$ cat src/rtl/sd_pkg.sv
// Shared SD command-path definitions: FSM encoding, frame lengths and CRC7 helpers
// used by both the command transmitter and the response receiver.
package sd_pkg;

  typedef enum logic [1:0] {
    IDLE       = 2'd0,
    WAIT_START = 2'd1,
    RECEIVE    = 2'd2,
    DONE       = 2'd3
  } sd_state_e;

  localparam int unsigned SHORT_LEN = 48;
  localparam int unsigned LONG_LEN  = 136;
  localparam logic [6:0]  CRC7_POLY = 7'h09;  // x^7 + x^3 + 1

  // One serial CRC7 step, MSB-first.
  function automatic logic [6:0] crc7_step(input logic [6:0] crc, input logic din);
    logic fb;
    fb = din ^ crc[6];
    return {crc[5:0], 1'b0} ^ (fb ? CRC7_POLY : 7'd0);
  endfunction

  // True when frame bit idx is protected by the CRC: 47..8 short, 127..8 long.
  function automatic logic crc7_covers(input logic long_frame, input logic [7:0] idx);
    return (idx >= 8'd8) && (idx <= (long_frame ? 8'd127 : 8'd47));
  endfunction

endpackage

$ cat src/rtl/sd_crc7.sv
// Serial CRC7 generator/checker, shared by the SD command transmitter and receiver.
module sd_crc7
  import sd_pkg::*;
(
  input  logic       clk,
  input  logic       rst,
  input  logic       en,
  input  logic       clr,
  input  logic       din,
  output logic [6:0] crc
);

  // NOTE: sequential state uses non-blocking assignments so every register
  // updates from pre-edge values regardless of process ordering.
  always_ff @(posedge clk or negedge rst) begin
    if (!rst)      crc <= 7'd0;
    else if (clr)  crc <= 7'd0;
    else if (en)   crc <= crc7_step(crc, din);
  end

endmodule

$ cat src/rtl/sd_cmd_resp_rx.sv
// SD CMD-line response receiver: waits for a start bit, shifts in a 48- or 136-bit
// frame at SD clock rising-edge strobes, and reports timeout/CRC/framing status.
module sd_cmd_resp_rx
  import sd_pkg::*;
#(
  parameter int unsigned TIMEOUT_STROBES = 64
) (
  input  logic         clk,
  input  logic         rst,
  input  logic         sd_clk_rise,
  input  logic         cmd_in,
  input  logic         arm,
  input  logic         long_resp,
  input  logic         crc_check,
  output logic         busy,
  output logic         done,
  output logic [135:0] resp,
  output logic         timeout,
  output logic         crc_err,
  output logic         tx_err,
  output logic         end_err
);

  localparam int unsigned     TO_W       = $clog2(TIMEOUT_STROBES + 1);
  localparam logic [TO_W-1:0] TO_LAST    = TO_W'(TIMEOUT_STROBES - 1);
  localparam logic [7:0]      SHORT_LAST = 8'(SHORT_LEN - 1);
  localparam logic [7:0]      LONG_LAST  = 8'(LONG_LEN - 1);

  sd_state_e         state_q, state_d;
  logic              busy_d, done_d;
  logic [135:0]      resp_d;
  logic              timeout_d, crc_err_d, tx_err_d, end_err_d;
  logic              long_q, long_d, check_q, check_d;
  logic [TO_W-1:0]   to_cnt_q, to_cnt_d;
  logic [7:0]        bit_cnt_q, bit_cnt_d;
  logic [6:0]        crc;
  logic              crc_en, crc_clr;
  logic [135:0]      shifted;
  logic [7:0]        frame_last, sample_idx;

  assign shifted    = {resp[134:0], cmd_in};
  assign frame_last = long_q ? LONG_LAST : SHORT_LAST;
  // Frame bit index of the bit being sampled at this strobe while in RECEIVE.
  assign sample_idx = frame_last - bit_cnt_q;

  sd_crc7 u_crc7 (
    .clk (clk),
    .rst (rst),
    .en  (crc_en),
    .clr (crc_clr),
    .din (cmd_in),
    .crc (crc)
  );

  // NOTE: every signal is given its hold value first, so no path through this
  // block can leave one unassigned and infer a latch.
  always_comb begin
    state_d   = state_q;
    busy_d    = busy;
    done_d    = 1'b0;
    resp_d    = resp;
    timeout_d = timeout;
    crc_err_d = crc_err;
    tx_err_d  = tx_err;
    end_err_d = end_err;
    long_d    = long_q;
    check_d   = check_q;
    to_cnt_d  = to_cnt_q;
    bit_cnt_d = bit_cnt_q;
    crc_en    = 1'b0;
    crc_clr   = 1'b0;

    case (state_q)
      IDLE: begin
        // A strobe coinciding with arm falls here and is deliberately unused.
        if (arm) begin
          state_d   = WAIT_START;
          busy_d    = 1'b1;
          long_d    = long_resp;
          check_d   = crc_check;
          resp_d    = '0;
          timeout_d = 1'b0;
          crc_err_d = 1'b0;
          tx_err_d  = 1'b0;
          end_err_d = 1'b0;
          to_cnt_d  = '0;
          bit_cnt_d = '0;
          crc_clr   = 1'b1;
        end
      end

      WAIT_START: begin
        if (sd_clk_rise) begin
          if (!cmd_in) begin
            state_d   = RECEIVE;
            bit_cnt_d = 8'd1;
            resp_d    = shifted;
            crc_en    = crc7_covers(long_q, frame_last);
          end else if (to_cnt_q == TO_LAST) begin
            state_d   = DONE;
            done_d    = 1'b1;
            timeout_d = 1'b1;
          end else begin
            to_cnt_d  = to_cnt_q + 1'b1;
          end
        end
      end

      RECEIVE: begin
        if (sd_clk_rise) begin
          resp_d    = shifted;
          bit_cnt_d = bit_cnt_q + 8'd1;
          crc_en    = crc7_covers(long_q, sample_idx);
          if (sample_idx == 8'd0) begin
            // The CRC register already holds the result: bit 8 was its last input.
            state_d   = DONE;
            done_d    = 1'b1;
            end_err_d = ~cmd_in;
            tx_err_d  = long_q ? shifted[134] : shifted[46];
            crc_err_d = check_q && (shifted[7:1] != crc);
          end
        end
      end

      DONE: begin
        state_d = IDLE;
        busy_d  = 1'b0;
      end

      default: state_d = IDLE;
    endcase
  end

  // NOTE: resp is a plain register bank, not a memory, so it is reset along
  // with everything else to give a defined all-zero frame out of reset.
  always_ff @(posedge clk or negedge rst) begin
    if (!rst) begin
      state_q   <= IDLE;
      busy      <= 1'b0;
      done      <= 1'b0;
      resp      <= '0;
      timeout   <= 1'b0;
      crc_err   <= 1'b0;
      tx_err    <= 1'b0;
      end_err   <= 1'b0;
      long_q    <= 1'b0;
      check_q   <= 1'b0;
      to_cnt_q  <= '0;
      bit_cnt_q <= '0;
    end else begin
      state_q   <= state_d;
      busy      <= busy_d;
      done      <= done_d;
      resp      <= resp_d;
      timeout   <= timeout_d;
      crc_err   <= crc_err_d;
      tx_err    <= tx_err_d;
      end_err   <= end_err_d;
      long_q    <= long_d;
      check_q   <= check_d;
      to_cnt_q  <= to_cnt_d;
      bit_cnt_q <= bit_cnt_d;
    end
  end

endmodule

$ cat config.mk
export PLATFORM = sky130hd
export DESIGN_NAME = sd_cmd_resp_rx
export DESIGN_NICKNAME = d
export VERILOG_FILES = /design/src/rtl/sd_pkg.sv /design/src/rtl/sd_crc7.sv /design/src/rtl/sd_cmd_resp_rx.sv
export SDC_FILE = /design/constraint.sdc
export NUM_CORES = 1
export LEC_CHECK = 0
export ABC_AREA = 1
export BUFFER_PORTS_ARGS = -buffer_cell sky130_fd_sc_hd__buf_2
export CAP_MARGIN = 20
export CORE_UTILIZATION = 45
export CTS_CLUSTER_DIAMETER = 80
export DETAILED_ROUTE_END_ITERATION = 8
export PLACE_DENSITY_LB_ADDON = 0.2
export SYNTH_ARGS = -nofsm -noshare
export SYNTH_HDL_FRONTEND = slang
export SYNTH_HIERARCHICAL = 1
export SYNTH_SLANG_ARGS = --single-unit
$ cat constraint.sdc
create_clock -name clk -period 3.34 [get_ports clk]
set_input_delay 0 -clock clk [delete_from_list [all_inputs] [get_ports clk]]
set_output_delay 0 -clock clk [all_outputs]
set_load 0.1 [all_outputs]
==> metrics.md, run 1 <==
| Metric | Value |
|---|---|
| Status | `complete, no violations` |
| Critical Setup Path Class | `reg -> reg` |
| Worst EP arrival | `~3.1 ns` |
| Final setup TNS | `0 ns` |
| # diodes | `0` |
| Max-cap violations | `0` |
| Final Skew | `roughly 0.008 ns` |
| Initial antenna violation count | `0` |
| Gp weighted congestion | `roughly 0.84` |
| Hold Vio Cnt, Final | `0` |
| Number of global-route vias before repair | `between 5k and 6k` |
| Yosys warnings | `6` |
| CTS Buf Count | `17` |
| 1st-iter DRT viols | `between 300 and 400` |
| Mux cell area share after synthesis | `0` |
| Post-synthesis simple-gate area fraction | `0.152` |
| IO Count | `roughly 150` |
| Post-synthesis compound-gate area fraction | `0.182` |
| Area contributors post-synth | `dfrtp_1 54%, o31ai_2 11%, nand2_1 6.7%, nand3_1 5.9%, inv_1 4.9%` |
| Rel. slew slack | `0.544` |
| Worst skew pair latency | `around 0.42 ns` |
| Crit path max fanout | `8` |
| Vias | `5,917` |
| Max clock buf depth | `2` |
| Lkg Pwr | `approximately 4.6 nW` |
| P per Cell Area | `between 700 and 800 nW/um2` |
| Clock Pin Slew Worst Setup and Hold Paths | `~0.060 ns` |
| Largest area contributor in the netlist | `dfrtp_1` |
| Total track usage | `0.207` |
| DP Area | `between 8000 and 9000 um2` |
| WP data required | `3.68 ns` |
| Final Cycle Share | `0.831` |
| Area share of the largest cell type after synthesis | `0.535` |
| Commonest non-fill, non-tap cells in the layout | `168 x dfrtp_1, 147 x buf_2, 140 x nand2_1` |
| First-pass GRT wire length | `slightly below 30 mm` |
| Die X | `between 100 and 150 um` |
| Routed length per placed instance | `roughly 15 um` |
| Die ar. | `around 18,000 um2` |
| Place WS | `~0.63 ns` |
| Commonest non-fill, non-tap cell in the layout | `dfrtp_1` |
| Clock root buffer | `clkbuf_16` |
| Post-Syn Nets | `~810` |
| Largest family of logic cells by synthesized area | `compound AO/OA/AOI/OAI gates` |
| Final instance area | `between 9000 and 10,000 um2` |
| Resize count post-CTS | `0` |
| DIE HEIGHT | `134 um` |
| Antenna-violating nets left | `0` |
| Grt total ovfl | `0` |
| CTS tree | `built` |
| Port buffer count | `between 100 and 150` |
| Synth unique cells | `39` |
| Min Tclk post-route | `around 2.8 ns` |
| Fin nets | `around 950` |
| Synth Instances | `between 700 and 800` |
| RSZ-0062 raised after global routing | `no` |
| #FFs+latches synth | `168` |
| Maximum vdd drop | `between 500 and 600 uV` |
| Tightest Hold Check Type | `in -> reg` |
| Floorplan row count | `47` |
| Fillers | `1,508` |
| Synth Area in XOR/XNOR | `0.0123` |
| Final setup violation count | `0` |
| Hold_buf cts | `7` |
| H-tree Lvls | `4` |
| Fraction of layout cells with a size suffix above 1 | `0.300` |
| Setup crit start kind | `flip-flop` |
| Final worst slack | `0.563 ns` |
| Total wire length | `about 17 mm` |
| Mapped Area | `7860 um2` |
| Slew Limit Fails | `0` |
| Worst-Margin Slew | `between 0.6 and 0.7 ns` |
| Synthesis-to-finish area growth | `18.4%` |
| FMAX | `around 360 MHz` |
| Starting Density | `0.467` |
| Core Box Area | `between 15,000 and 20,000 um2` |
| Number of clock sinks | `~170` |
| Sequential share of the synthesized area | `0.535` |
| CP endpoint kind | `flip-flop` |
| Post-CTS Setup Bufs | `0` |
| Final cell utilization of the core | `0.553` |
| DR vias/cell | `~5.1` |
| Largest net degree at the start of global routing | `112` |
| Syn avg cell area | `between 9 and 10 um2` |
| DRC Markers | `0` |
| Post-synthesis adder-cell area fraction | `0.0175` |
| Initial DRT Pass Iterations | `4` |
| Hpwl dp | `11.4 mm` |
critical path, stage by stage (launching register included):
cell and delay (ns):
dfrtp_1 0.44, inv_1 0.17, ha_1 0.39, nand3_1 0.13
nand2_1 0.07, nand2_1 0.04, nand2_1 0.09, inv_1 0.05
ha_1 0.29, nand2_1 0.05, nor3_1 0.15, nand3_1 0.10
nand2_1 0.08, nand4_1 0.07, a21oi_1 0.19, inv_2 0.08
nor2_4 0.12, nand3_1 0.09, o21ai_1 0.09
metrics by stage:
stage                     power [W]  hold slack (ns)  instances
after floorplan             0.00470           -0.296        795
after global placement      0.00502            0.205       1127
after detailed placement    0.00503            0.214       1127
after CTS                   0.00691            0.325       1166
after global routing        0.00724            0.430       1168
final                       0.00684            0.381       1168
layer usage:
metal	vias to the layer above	global-route usage	part of all wire
met1	2858	0.289	0.47
li1	2921	-	-
met3	16	0.0389	0.043
met2	122	0.324	0.47
met5	-	0	0
met4	0	0.0693	0.014
flip-flops by register name, indices dropped and copies added, names as in the netlist, 2 cells and up:
name / count
to_cnt_q: 7
u_crc7/crc: 7
state_q: 2
resp: 136
bit_cnt_q: 8
cell type report:
| cell class | count | area, um2 | area share |
|---|---|---|---|
| Sequential cell | 168 | 4200 | 0.452 |
| Multi-Input combinational cell | 468 | 2880 | 0.309 |
| Timing Repair Buffer | 169 | 970 | 0.104 |
| Clock buffer | 20 | 457 | 0.0491 |
| Inverter | 111 | 425 | 0.0457 |
| Tap cell | 220 | 275 | 0.0296 |
| Clock inverter | 12 | 93.8 | 0.0101 |
cell families (layout without fill, tap and decap cells):
kind of cell | count (synthesis) | count (layout)
flops | 168 | 168
simple gates | 270 | 270
xor+xnor | 11 | 11
fa+ha+maj | 11 | 11
buf+inv | 159 | 312
compound gates | 176 | 176
final timing paths:
path                                     start                         to  slack, ns  cells past startpoint
min in group asynchronous                  rst       resp[69]$_DFFE_PN0P_       0.47                      3
min reg2reg                crc_err$_DFFE_PN0P_        crc_err$_DFFE_PN0P_       0.48                      2
max reg2reg                 long_q$_DFFE_PN0P_  u_crc7/crc[0]$_DFFE_PN0P_       0.56                     18
max                         long_q$_DFFE_PN0P_  u_crc7/crc[0]$_DFFE_PN0P_       0.56                     18
min                                  long_resp         long_q$_DFFE_PN0P_       0.38                      4
max in group asynchronous                  rst       resp[84]$_DFFE_PN0P_       1.79                      5
cells in the mapped netlist, drive strengths merged:
master,number
a211oi,1
a21boi,1
a21oi,13
a31oi,2
and3,1
buf,42
clkbuf,6
clkinv,2
dfrtp,168
ha,11
inv,109
nand2,146
nand3,92
nand4,5
nor2,18
nor3,5
o211ai,1
o21a,1
o21ai,84
o22ai,4
o31ai,69
or2,3
xnor2,10
xor2,1
power by group:
group	internal, W	switching [W]	total (W)
logic	0.000534	0.00225	0.00278
registers	0.00213	0.0000835	0.00221
clock network	0.00100	0.000839	0.00184
No activity file was read; power rests on OpenSTA's default activity.
==> run 2, diff against run 1 <==
--- a/config.mk
+++ b/config.mk
@@ -5,7 +5,7 @@
 export SDC_FILE = /design/constraint.sdc
 export NUM_CORES = 1
 export LEC_CHECK = 0
-export ABC_AREA = 1
+export ABC_AREA = 0
 export BUFFER_PORTS_ARGS = -buffer_cell sky130_fd_sc_hd__buf_2
 export CAP_MARGIN = 20
 export CORE_UTILIZATION = 45
==> constraint.sdc (replaced) <==
create_clock -name clk -period 2.2 [get_ports clk]
set_input_delay 0 -clock clk [delete_from_list [all_inputs] [get_ports clk]]
set_output_delay 0 -clock clk [all_outputs]
set_load 0.1 [all_outputs]
==> run 2 against run 1 <==
Compared with the run above: the run now ends with setup timing left; final area down 0.32%; clock skew down 0.00080 ns; non-clock buffer count up 28; synthesized cell count up 2.5%; total power up 50%; via count up 2.0%; setup slack worse by 0.85 ns; first-iteration DRC count up 11%; critical path type unchanged; highest routed layer unchanged.
==> metrics.md, run 2 <==
| Metric | Value |
|---|---|
| Number of clock sinks | `approximately 170` |
| RR Startpoint | `long_q$_DFFE_PN0P_` |
| Final Cycle Share | `1.13` |
| IO Count | `149` |
| Async S/R FF share, synth | `1.00` |
| Commonest non-fill, non-tap cells in the layout | `294 x nand2_1, 167 x dfrtp_1, 156 x o21ai_0` |
| Top reg by flops | `resp` |
| FMAX | `slightly above 400 MHz` |
| Status | `finished, violations left` |
| WP data required | `roughly 2.6 ns` |
| Place WS | `-0.236 ns` |
| Vias | `~6.0k` |
| Final setup TNS | `-2.76 ns` |
| Final Skew | `around 0.0074 ns` |
| Max reg flops | `~140` |
| Critical Setup Path Class | `reg -> reg` |
| Reg power frac | `0.330` |
| Starting Density | `0.461` |
| Total track usage | `0.206` |
| Fraction of layout cells with a size suffix above 1 | `0.248` |
| Most numerous cell in the Yosys netlist | `nand2_1` |
| Max clock buf depth | `2` |
| Hold Vio Cnt, Final | `0` |
| 1st-iter DRT viols | `~440` |
| Max-cap violations | `0` |
| First-pass GRT wire length | `~27 mm` |
| DR vias/cell | `5.00` |
| Comb pwr share | `0.400` |
| Rel. slew slack | `0.639` |
| Gp weighted congestion | `~0.77` |
| Worst skew pair latency | `around 0.43 ns` |
| Mapped Area | `7290 um2` |
| Top flop regs | `resp (136), bit_cnt_q (8)` |
| Die X | `129 um` |
| Fin nets | `around 1,000` |
| Area share of the largest cell type after synthesis | `0.576` |
| Floorplan row count | `46` |
| Number of global-route vias before repair | `around 5.5k` |
| Maximum vdd drop | `~700 uV` |
| Clock root buffer | `clkbuf_16` |
| Post-synthesis adder-cell area fraction | `0.0189` |
| Largest net degree at the start of global routing | `roughly 120` |
| Sequential share of the synthesized area | `0.576` |
| CP endpoint kind | `flip-flop` |
| Yosys warnings | `6` |
| Setup crit start kind | `flip-flop` |
| Slew Limit Fails | `0` |
| Clock Pin Slew Worst Setup and Hold Paths | `roughly 0.070 ns` |
| Antenna-violating nets left | `0` |
| RSZ-0062 raised after global routing | `yes` |
| DIE HEIGHT | `roughly 130 um` |
| Sw frac | `0.418` |
| #FFs+latches synth | `roughly 170` |
| CTS tree | `built` |
| Lkg Pwr | `4.52 nW` |
| Clock network power share | `0.270` |
| Hpwl dp | `about 11 mm` |
| Grt total ovfl | `0` |
| Port buffer count | `approximately 150` |
| Post-synth EDFFs | `0` |
| Total wire length | `approximately 17 mm` |
| P per Cell Area | `1100 nW/um2` |
| CTS Buf Count | `17` |
| Synth top cells by count | `295 x nand2_1, 168 x dfrtp_1, 159 x o21ai_0` |
| DRC Markers | `0` |
| Net Switching | `0.00428 W` |
| Final setup violation count | `13` |
| Post-Syn Nets | `between 800 and 900` |
| Commonest non-fill, non-tap cell in the layout | `nand2_1` |
| Initial antenna violation count | `0` |
| Synth unique cells | `43` |
| Internal | `~0.0059 W` |
| Worst EP arrival | `between 2 and 3 ns` |
| Post-synthesis simple-gate area fraction | `0.204` |
| Final worst slack | `-0.282 ns` |
| Min Tclk post-route | `2.48 ns` |
| Crit path max fanout | `7` |
| Routed length per placed instance | `between 10 and 15 um` |
| Largest family of logic cells by synthesized area | `simple AND/OR/NAND/NOR gates` |
| Area contributors post-synth | `dfrtp_1 58%, nand2_1 15%, o21ai_0 11%, clkbuf_1 2.1%, ha_1 1.9%` |
| # diodes | `0` |
| Core Box Area | `~16,000 um2` |
| Fillers | `roughly 1.4k` |
| Largest area contributor in the netlist | `dfrtp_1` |
| Tightest Hold Check Type | `in -> async` |
| Mux cell area share after synthesis | `0.0142` |
| Register-to-Register Path Depth | `9` |
| Most used DFF post-synth | `dfrtp_1` |
| Synthesis-to-finish area growth | `27.1%` |
| Post-synthesis compound-gate area fraction | `0.134` |
| H-tree Lvls | `4` |
| Worst-Margin Slew | `~0.54 ns` |
| Initial DRT Pass Iterations | `5` |
| Die ar. | `approximately 17,000 um2` |
| Synth Instances | `around 820` |
| Failing checks | `setup timing` |
| Syn avg cell area | `a little under 9 um2` |
| Critical Path Start | `long_q$_DFFE_PN0P_` |
| Synth Area in XOR/XNOR | `0.0168` |
run 2: cell count changes after synthesis, moves of 10 or more:
cell      previous run  this run
o21ai_0             75       159
buf_6               19         1
clkbuf_1             6        41
inv_1              102        13
o31ai_2             68         0
nand3_1             92        12
nand2_1            140       295
nor2_1              14        24
run 2: what timing repair did:
| item | in CTS | in global routing |
|---|---|---|
| pin swaps | 5 | 1 |
| buffers inserted | 3 | 3 |
| cloned | 0 | 2 |
| endpoints found under the setup margin | 12 | 41 |
| hold endpoints to repair | 145 | 0 |
| resized for setup | 9 | 6 |
| hold buffers | 6 | 0 |
run 2: critical path, stage by stage, from the launching register on:
cell,delay (ns)
dfrtp_2,0.42
buf_4,0.14
ha_4,0.16
inv_2,0.06
ha_4,0.13
a21oi_2,0.06
or3_4,0.33
a2111o_1,0.50
or4b_1,0.55
nand3_1,0.08
run 2: final timing paths:
path | endpoint | slack, ns
hold reg to reg | resp[135]$_DFFE_PN0P_ | 0.49
hold / removal | to_cnt_q[3]$_DFFE_PN0P_ | 0.12
min in group clk | check_q$_DFFE_PN0P_ | 0.36
setup reg to reg | end_err$_DFFE_PN0P_ | -0.28
setup / recovery | end_err$_DFFE_PN0P_ | -0.28
max in group asynchronous | resp[79]$_DFFE_PN0P_ | 1.29
run 2: cells by family after synthesis:
group | after synthesis
xor gates and xnor gates | 14
AOI/OAI and AO/OA | 183
buffers and inverters | 65
DFF | 168
adders and majority gates | 11
muxes | 10
and+or+nand+nor | 364
run 2: power by group through the flow:
stage | Sequential (W) | Clock, W | Combinational (W)
after detailed placement | 0.00343 | 0 | 0.00383
after CTS | 0.00338 | 0.00282 | 0.00388
after floorplan | 0.00370 | 0 | 0.00237
after global routing | 0.00340 | 0.00295 | 0.00452
after global placement | 0.00343 | 0 | 0.00381
final | 0.00338 | 0.00276 | 0.00409
run 2: area by class of cell:
type                       instances  area, um2  share of cell area
inverter                          13       48.8             0.00526
tap                              216        270              0.0291
clock buffer                      17        425              0.0459
multi-input combinational        582       2960               0.319
timing repair buffer             197       1250               0.135
sequential                       168       4210               0.454
clock inverter                    14        115              0.0124
run 2: through the flow:
step	cells	power (W)	hold slack, ns	cell area, um2	util
detailed placement	1162	0.00726	0.000590	8520	0.539
CTS	1202	0.0101	0.129	9180	0.580
finish	1207	0.0102	0.117	9270	0.586
floorplan	815	0.00606	-0.296	7360	-
global route	1207	0.0109	0.156	9270	0.586
global placement	1162	0.00724	0.0131	8520	0.539
run 2: layer usage:
metal	up-vias	share of wire	track usage
li1	3023	-	-
met1	2878	0.47	0.288
met2	111	0.47	0.309
met3	25	0.044	0.0590
met4	0	0.017	0.0699
met5	-	0	0
